### src/rtl/eth_pkg.sv
// rtl/eth_pkg.sv - shared state encoding and CRC-32/framing constants for the FX transmit path
package eth_pkg;

  typedef enum logic [2:0] {
    ST_IDLE,
    ST_PREAMBLE,
    ST_SFD,
    ST_DATA,
    ST_PAD,
    ST_FCS,
    ST_IFG
  } state_t;

  localparam logic [31:0] CRC32_POLY = 32'h04C11DB7;
  localparam logic [31:0] CRC32_SEED = 32'hFFFFFFFF;
  localparam logic [31:0] CRC32_XOR  = 32'hFFFFFFFF;

  localparam logic [3:0] NIB_PREAMBLE = 4'h5;
  localparam logic [3:0] NIB_SFD      = 4'hD;

endpackage

### src/rtl/crc.sv
// rtl/crc.sv - parallel MSB-first CRC register; input word is bit-reversed so bit0 enters first (reflected input)
module crc #(
  parameter int                   DATA_WIDTH = 4,
  parameter int                   CRC_WIDTH  = 32,
  parameter logic [CRC_WIDTH-1:0] POLY       = '0,
  parameter logic [CRC_WIDTH-1:0] SEED       = '1,
  parameter logic [CRC_WIDTH-1:0] XOR_OUT    = '1
) (
  input  logic                  CLK,
  input  logic                  RESET_N,
  input  logic                  IN_CLR,
  input  logic                  IN_ENA,
  input  logic [DATA_WIDTH-1:0] IN_DATA,
  output logic [CRC_WIDTH-1:0]  CRC_OUT
);

  logic [CRC_WIDTH-1:0]  crc_q;
  logic [CRC_WIDTH-1:0]  crc_next;
  logic [DATA_WIDTH-1:0] din_rev;

  always_comb begin
    din_rev = '0;
    for (int i = 0; i < DATA_WIDTH; i++) begin
      din_rev[i] = IN_DATA[DATA_WIDTH-1-i];
    end
    crc_next = crc_q;
    for (int i = DATA_WIDTH - 1; i >= 0; i--) begin
      crc_next = {crc_next[CRC_WIDTH-2:0], 1'b0} ^
                 ({CRC_WIDTH{crc_next[CRC_WIDTH-1] ^ din_rev[i]}} & POLY);
    end
  end

  always_ff @(posedge CLK or negedge RESET_N) begin
    if (!RESET_N) begin
      crc_q <= SEED;
    end else if (IN_CLR) begin
      crc_q <= SEED;
    end else if (IN_ENA) begin
      crc_q <= crc_next;
    end
  end

  assign CRC_OUT = crc_q ^ XOR_OUT;

endmodule

### src/rtl/eth_fcs_framer.sv
// rtl/eth_fcs_framer.sv - wraps a builder nibble stream with preamble/SFD, zero pad, CRC-32 FCS and inter-frame gap
module eth_fcs_framer
  import eth_pkg::*;
#(
  parameter int PREAMBLE_NIBBLES = 15,
  parameter int MIN_NIBBLES      = 120,
  parameter int IFG_NIBBLES      = 24
) (
  input  logic       CLK,
  input  logic       RESET_N,
  input  logic       IN_VALID,
  output logic       IN_READY,
  input  logic [3:0] IN_DATA,
  input  logic       IN_LAST,
  output logic       OUT_VALID,
  input  logic       OUT_READY,
  output logic [3:0] OUT_DATA,
  output logic       OUT_LAST,
  output logic       BUSY,
  output logic       UNDERRUN
);

  localparam logic [15:0] PRE_N = 16'(PREAMBLE_NIBBLES);
  localparam logic [15:0] MIN_N = 16'(MIN_NIBBLES);
  localparam logic [15:0] IFG_N = 16'(IFG_NIBBLES);

  state_t      state;
  state_t      next_state;
  logic [15:0] cnt;
  logic [15:0] dcnt;
  logic        underrun_q;
  logic        hs;
  logic        crc_clr;
  logic        crc_ena;
  logic [3:0]  crc_din;
  logic [31:0] crc_out;
  logic [3:0]  fcs_nib;

  assign hs       = OUT_VALID & OUT_READY;
  assign BUSY     = (state != ST_IDLE);
  assign UNDERRUN = underrun_q;

  always_ff @(posedge CLK or negedge RESET_N) begin
    if (!RESET_N) begin
      state <= ST_IDLE;
    end else begin
      state <= next_state;
    end
  end

  always_comb begin
    next_state = state;
    case (state)
      ST_IDLE:     if (IN_VALID) next_state = ST_PREAMBLE;
      ST_PREAMBLE: if (hs && (cnt + 16'd1 >= PRE_N)) next_state = ST_SFD;
      ST_SFD:      if (hs) next_state = ST_DATA;
      ST_DATA:     if (hs && IN_LAST) next_state = (dcnt + 16'd1 < MIN_N) ? ST_PAD : ST_FCS;
      ST_PAD:      if (hs && (dcnt + 16'd1 >= MIN_N)) next_state = ST_FCS;
      ST_FCS:      if (hs && (cnt[2:0] == 3'd7)) next_state = ST_IFG;
      ST_IFG:      if (cnt + 16'd1 >= IFG_N) next_state = ST_IDLE;
      default:     next_state = ST_IDLE;
    endcase
  end

  // cnt serves preamble length, FCS nibble index and gap length; dcnt is data+pad length
  always_ff @(posedge CLK or negedge RESET_N) begin
    if (!RESET_N) begin
      cnt        <= '0;
      dcnt       <= '0;
      underrun_q <= 1'b0;
    end else begin
      if (next_state != state || state == ST_IDLE) begin
        cnt <= '0;
      end else if (state == ST_IFG || ((state == ST_PREAMBLE || state == ST_FCS) && hs)) begin
        cnt <= cnt + 16'd1;
      end
      if (state == ST_IDLE) begin
        dcnt <= '0;
      end else if ((state == ST_DATA || state == ST_PAD) && hs && (dcnt < MIN_N)) begin
        dcnt <= dcnt + 16'd1;
      end
      if (state == ST_IDLE && IN_VALID) begin
        underrun_q <= 1'b0;
      end else if (state == ST_DATA && !IN_VALID) begin
        underrun_q <= 1'b1;
      end
    end
  end

  // FCS goes out MSB of the non-reflected register first, so each nibble is bit-reversed
  always_comb begin
    fcs_nib = crc_out[{~cnt[2:0], 2'b11} -: 4];
  end

  always_comb begin
    IN_READY  = 1'b0;
    OUT_VALID = 1'b0;
    OUT_DATA  = 4'h0;
    OUT_LAST  = 1'b0;
    crc_clr   = 1'b0;
    crc_ena   = 1'b0;
    crc_din   = 4'h0;
    case (state)
      ST_IDLE: crc_clr = IN_VALID;
      ST_PREAMBLE: begin
        OUT_VALID = 1'b1;
        OUT_DATA  = NIB_PREAMBLE;
      end
      ST_SFD: begin
        OUT_VALID = 1'b1;
        OUT_DATA  = NIB_SFD;
      end
      ST_DATA: begin
        OUT_VALID = IN_VALID;
        OUT_DATA  = IN_DATA;
        IN_READY  = OUT_READY;
        crc_ena   = IN_VALID & OUT_READY;
        crc_din   = IN_DATA;
      end
      ST_PAD: begin
        OUT_VALID = 1'b1;
        crc_ena   = OUT_READY;
      end
      ST_FCS: begin
        OUT_VALID = 1'b1;
        OUT_DATA  = {fcs_nib[0], fcs_nib[1], fcs_nib[2], fcs_nib[3]};
        OUT_LAST  = (cnt[2:0] == 3'd7);
      end
      default: ;
    endcase
  end

  crc #(
    .DATA_WIDTH (4),
    .CRC_WIDTH  (32),
    .POLY       (CRC32_POLY),
    .SEED       (CRC32_SEED),
    .XOR_OUT    (CRC32_XOR)
  ) u_crc (
    .CLK     (CLK),
    .RESET_N (RESET_N),
    .IN_CLR  (crc_clr),
    .IN_ENA  (crc_ena),
    .IN_DATA (crc_din),
    .CRC_OUT (crc_out)
  );

endmodule
### config.mk
export PLATFORM = sky130hd
export DESIGN_NAME = eth_fcs_framer
export DESIGN_NICKNAME = d
export VERILOG_FILES = /design/src/rtl/eth_pkg.sv /design/src/rtl/crc.sv /design/src/rtl/eth_fcs_framer.sv
export SDC_FILE = /design/constraint.sdc
export NUM_CORES = 1
export LEC_CHECK = 0
export ABC_AREA = 0
export CORE_MARGIN = 5
export CORE_UTILIZATION = 50
export DETAILED_ROUTE_END_ITERATION = 16
export PLACE_DENSITY = 0.65
export SYNTH_ARGS = -nofsm -noshare
export SYNTH_HDL_FRONTEND = slang
export SYNTH_HIERARCHICAL = 1
export SYNTH_SLANG_ARGS = --single-unit
### constraint.sdc
create_clock -name CLK -period 3 [get_ports CLK]
set_input_delay 0.3 -clock CLK [delete_from_list [all_inputs] [get_ports CLK]]
set_output_delay 0.3 -clock CLK [all_outputs]
set_load 0.1 [all_outputs]
# After elaboration in Yosys (flattened, before gate mapping)
# Index checks and enable logic that the tools add are counted.
# totals
register_bits	68
in_bits	9
out_inout_bits	9
elab_cells	78
# classes
addsub	2
order_cmp	5
n_eq_ne	8
shifts	1
n_mux	24
bitwise_logic	12
n_reduce_logical	21
# ops
operator	count
32-bit by 27-bit bitwise XOR with 32-bit output	4
16-bit 2-to-1 mux	4
32-bit 2-to-1 mux	2
35-bit by 6-bit variable part select with 4-bit output	1
16-bit by 1-bit adder with 16-bit output (second input constant)	2
16-bit by 7-bit < comparator with 1-bit output (second input constant)	2
32-bit inverter	1
3-bit 2-to-1 mux	7
3-bit one-hot mux with 7 select lines	1
16-bit by 4-bit >= comparator with 1-bit output (second input constant)	1
16-bit by 5-bit >= comparator with 1-bit output (second input constant)	1
16-bit by 7-bit >= comparator with 1-bit output (second input constant)	1
4-bit one-hot mux with 4 select lines	1
3-bit equality test (second input constant)	4
1-bit logical AND	9
2-bit nonzero test	4
3-bit by 2-bit equality test with 1-bit output (second input constant)	2
1-bit 2-to-1 mux	6
1-bit logical OR	4
4-bit 2-to-1 mux	1
1-bit one-hot mux with 2 select lines	2
4-bit OR reduction	1
1-bit bitwise XOR	4
3-bit by 1-bit equality test with 1-bit output (second input constant)	1
other kinds (6)	7

# Depth between registers and ports, before layout
# logic_depth
ltp_word	12
ltp_mapped	10
depth_no_buf	9

# Cells and area by module
# Netlist, hierarchy kept.
# modules_own_cells
mod	instances	cells_per_inst	area_per_inst_um2	seq_area_each_um2
eth_fcs_framer	1	329	2875.3	900.9
crc	1	178	1824.2	840.8

# Least setup slack after synthesis
# Ideal clock, no wire load.
# synth_timing
path_type	register to output
startpoint	register cnt[1]
endpoint	output OUT_DATA[0]
arrival_time_ps	3374
t_required_ps	2700
path_slack_ps	-674
path_stages_with_launch	5
n_path_buf	1
path_cell_list	dfrtp_1 buf_1 mux4_2 mux2i_1 a221oi_1
# synth_via
elab_chain_len	3
# synth_lines
item	line	source
start, declared	eth_fcs_framer.sv:29	logic [15:0] cnt;
start signal, assigned	eth_fcs_framer.sv:75	cnt <= cnt + 16'd1;
3-bit inverter	eth_fcs_framer.sv:92	fcs_nib = crc_out[{~cnt[2:0], 2'b11} -: 4];
35-bit by 6-bit variable part select with 4-bit output	eth_fcs_framer.sv:92	
4-bit one-hot mux with 4 select lines	eth_fcs_framer.sv:103	case (state)
end, declared	eth_fcs_framer.sv:17	output logic [3:0] OUT_DATA,
# No other way between the ends.

# Final worst setup path
# layout_timing
startpoint	register dcnt[0]
endpoint	register cnt[1]
# layout_via
elab_chain_len	8
word_cells_on_any_way	12
cone_classes	1 x add/sub; 2 x order compare; 1 x eq/ne; 5 x mux; 3 x reduce/logical
# layout_lines
item	line	source
start, declared	eth_fcs_framer.sv:30	logic [15:0] dcnt;
start signal, assigned	eth_fcs_framer.sv:80	dcnt <= dcnt + 16'd1;
16-bit by 1-bit adder with 16-bit output *	eth_fcs_framer.sv:57, eth_fcs_framer.sv:58	
16-bit by 7-bit < comparator with 1-bit output or 16-bit by 7-bit >= comparator with 1-bit output (tied branches)	eth_fcs_framer.sv:57, eth_fcs_framer.sv:58	
1-bit 2-to-1 mux or 1-bit logical AND (tied branches)	eth_fcs_framer.sv:57, eth_fcs_framer.sv:58	
3-bit 2-to-1 mux, on equally long branches	eth_fcs_framer.sv:57, eth_fcs_framer.sv:58	
3-bit one-hot mux with 7 select lines *	eth_fcs_framer.sv:53	case (state)
3-bit inequality test *	eth_fcs_framer.sv:72	if (next_state != state || state == ST_IDLE) begin
1-bit logical OR *	eth_fcs_framer.sv:72	
16-bit 2-to-1 mux or 2-bit nonzero test (tied branches)	-	
# Every way passes the cells marked *; elsewhere a longest branch is shown, timed or not.
# A chain may end at the register's enable or synchronous reset.

==> metrics.cfg <==
[worst_setup_path]
ff2ff_path_depth = 9
worstPathArrival_ns = 2.88
path_cells = ha_1 > and3b_1 > o221a_1 > a2111oi_1 > nor3_1 > o41ai_2 > a21oi_2 > buf_4 > a2111oi_2
reg2reg_from = dcnt[0]
r2r-end = cnt[1]
critPathRequiredTime_ns = 3.25
crit_path_end_kind = flop
r2r_slack_ns = 0.37
slowest_stage = o41ai_2
worstSetupPathType = reg2reg
critPathMaxStageDelay_ns = 0.44
crit_fanout = 16
cp-start-kind = flop

[clock_network]
clk_path_buf_depth = 2
clk_pin_slew_ns = 0.08
h-tree-depth = 3
clock_sinks = 68
root_buffer = clkbuf_8
cts_buffers = 9
ctsResizeCount = 0
clk-insertion-delay-late_ns = 0.36
cts_tree = built

[placement]
dpl.hpwl_mm = 7.35
place_ws_ns = 0.347
numPortBuffers = 17
place.gp.congestion = 0.861

[route]
num_vias = 3707
drtIter0Drc = 163
viasPerCell = 5.81
ant_nets = 0
drc = 0
dr.pass1.iters = 4
drt_wl_total_mm = 10.7
wl_per_cell_um = 16.7

[sta]
finalHoldViolations = 0
fin_ws_ns = 0.374
period_share_pct = 87.5
final.setup.tns_ns = 0
clock_skew_ns = 0.0126
slew_headroom_pct = 55.7
min_period_ns = 2.63
setup_viol = 0
clock.fmax_ghz = 0.381
slew_violations = 0
worstMarginPinSlew_ns = 0.664
rsz0062_at_grt = no

[synth]
yosysSeqAreaShare_pct = 37.1
synthDistinctLibCells = 71
synth_edf_count = 0
synthAdderAreaFrac_pct = 1.06
synthCells = 507
synth_top_family_by_area = simple AND/OR/NAND/NOR gates
synth_area_leaders = dfrtp_1, dfstp_2, xnor2_1, mux4_2, nand2_1
synthSimpleGateAreaFrac_pct = 20.4
yosys_warnings = 6
synth_xor_area_share_pct = 13.4
synth_area_per_cell_um2 = 9.27
synthesis.area_um2 = 4700
synth_top_cell_area_share_pct = 19.2
yosys.area.top_type = dfrtp_1
synth_nets = 520
ys.flop_type = dfrtp_1
synth-compound-area-share_pct = 15.9
ys_ff_latch = 68
synthMuxAreaShare_pct = 5.56
async_reset_ff_share_pct = 100

[run_status]
status = finished, final reports clean

[hold_path]
min_path_type = in2async

[floorplan]
die_h_um = 107
die_width_um = 107
rows = 35
start_util_pct = 51.1
core_um2 = 9200
dieArea_um2 = 11400
ios = 18

[finish]
layout_common_cells = nand2_1, inv_1, dfrtp_1, xnor2_1, dfstp_2
layout_commonest_cell = nand2_1
final_net_count = 535
syn_to_final_growth_pct = 13.3
diodes = 0
drive_gt1_share_pct = 23.1

[grt]
grt_first_pass_wirelength_mm = 18.2
grt_antenna_before_repair = 0
grt_max_degree = 38
grt_overflow_total = 0
track_usage_pct = 20.0
grt_pass1_vias = 3719

[power_and_ir_drop]
total_leakage_power_nw = 2.25
max-vdd-ir-drop_uv = 1010
power_density_nw_per_um2 = 995

[flow_run]
maxCapViolCount = 0

-- synth_stat cells, types with 3 or more instances --
master / number
a21oi_1: 28
and2_1: 3
and3_1: 13
and4_1: 3
buf_2: 7
clkbuf_1: 24
dfrtp_1: 36
dfstp_2: 32
ha_1: 4
inv_1: 41
mux2i_1: 7
mux4_2: 8
nand2_1: 43
nand2b_1: 3
nand3_1: 18
nand4_1: 9
nor2_1: 30
nor3_1: 22
nor3_2: 12
nor4_1: 8
o211ai_1: 14
o21ai_0: 11
o21ai_1: 14
o21bai_1: 4
xnor2_1: 34
xnor2_2: 3
xnor2_4: 4
xor2_1: 9
-- sequential cells by signal, summed over array words and instances (netlist names) --
register,flops
UNDERRUN,1
cnt,16
dcnt,16
state,3
u_crc/crc_q,32
-- logic make-up (layout without fill, tap and decap cells) --
kind of cell / count (synthesis) / after routing
AND/OR/NAND/NOR: 179 / 179
AO/OA/AOI/OAI: 109 / 109
buffers and inverters: 77 / 97
flip-flops: 68 / 68
XOR/XNOR: 54 / 54
multiplexers: 16 / 16
adder cells (fa/ha/maj): 4 / 4
-- layer usage --
layer | vias up | GRT usage (%) | wire length [um]
li1 | 1825 | - | -
met2 | 72 | 33.5 | 5230
met1 | 1794 | 26.3 | 4870
met5 | - | 0 | 0
met3 | 16 | 3.25 | 341
met4 | 0 | 6.67 | 224
-- worst max-delay path, delay by kind of cell, from the launching register on --
family	cells	cell delay [ns]
AND/OR/NAND/NOR	2	0.31
flip-flops	1	0.42
AO/OA/AOI/OAI	5	1.28
buffers and inverters	1	0.22
adder cells (fa/ha/maj)	1	0.28
-- what timing repair did --
item / 4_1_cts / 5_1_grt
hold endpoints to repair: 25 / 0
hold buffers: 1 / 0
setup buffers: 0 / 0
-- worst max path at each step --
stage                  start         to  cells after the start
floorplan           state[0]  OUT_VALID                      5
detailed placement   dcnt[0]     cnt[1]                      9
global placement     dcnt[0]     cnt[1]                      9
finish               dcnt[0]     cnt[1]                      9
global route         dcnt[0]     cnt[1]                      9
CTS                  dcnt[0]     cnt[1]                      9
-- through the flow --
step	power (mW)	util (%)	hold slack (ns)	instances	area (um2)
floorplan	3.52	-	0.00441	507	4720
finish	5.30	57.9	0.501	638	5330
detailed placement	4.41	55.3	0.368	621	5080
CTS	5.34	57.9	0.509	638	5330
global route	5.61	57.9	0.526	638	5330
global placement	4.37	55.3	0.351	621	5080
-- area by class of cell --
| type | instances | area (um2) |
|---|---|---|
| clock buffers | 10 | 138 |
| clock inverters | 6 | 95.1 |
| fillers | 812 | 3870 |
| inverters | 41 | 154 |
| multi-input cells | 362 | 2670 |
| flip-flops and latches | 68 | 1740 |
| well taps | 111 | 139 |
| repair buffers | 40 | 393 |
-- power by group --
part           total [mW]  switching [mW]  internal [mW]
combinational        2.90            1.66           1.24
sequential           1.51           0.219           1.29
clock               0.891           0.392          0.499
total                5.30            2.27           3.03
Power figures use the tool's default switching activity.
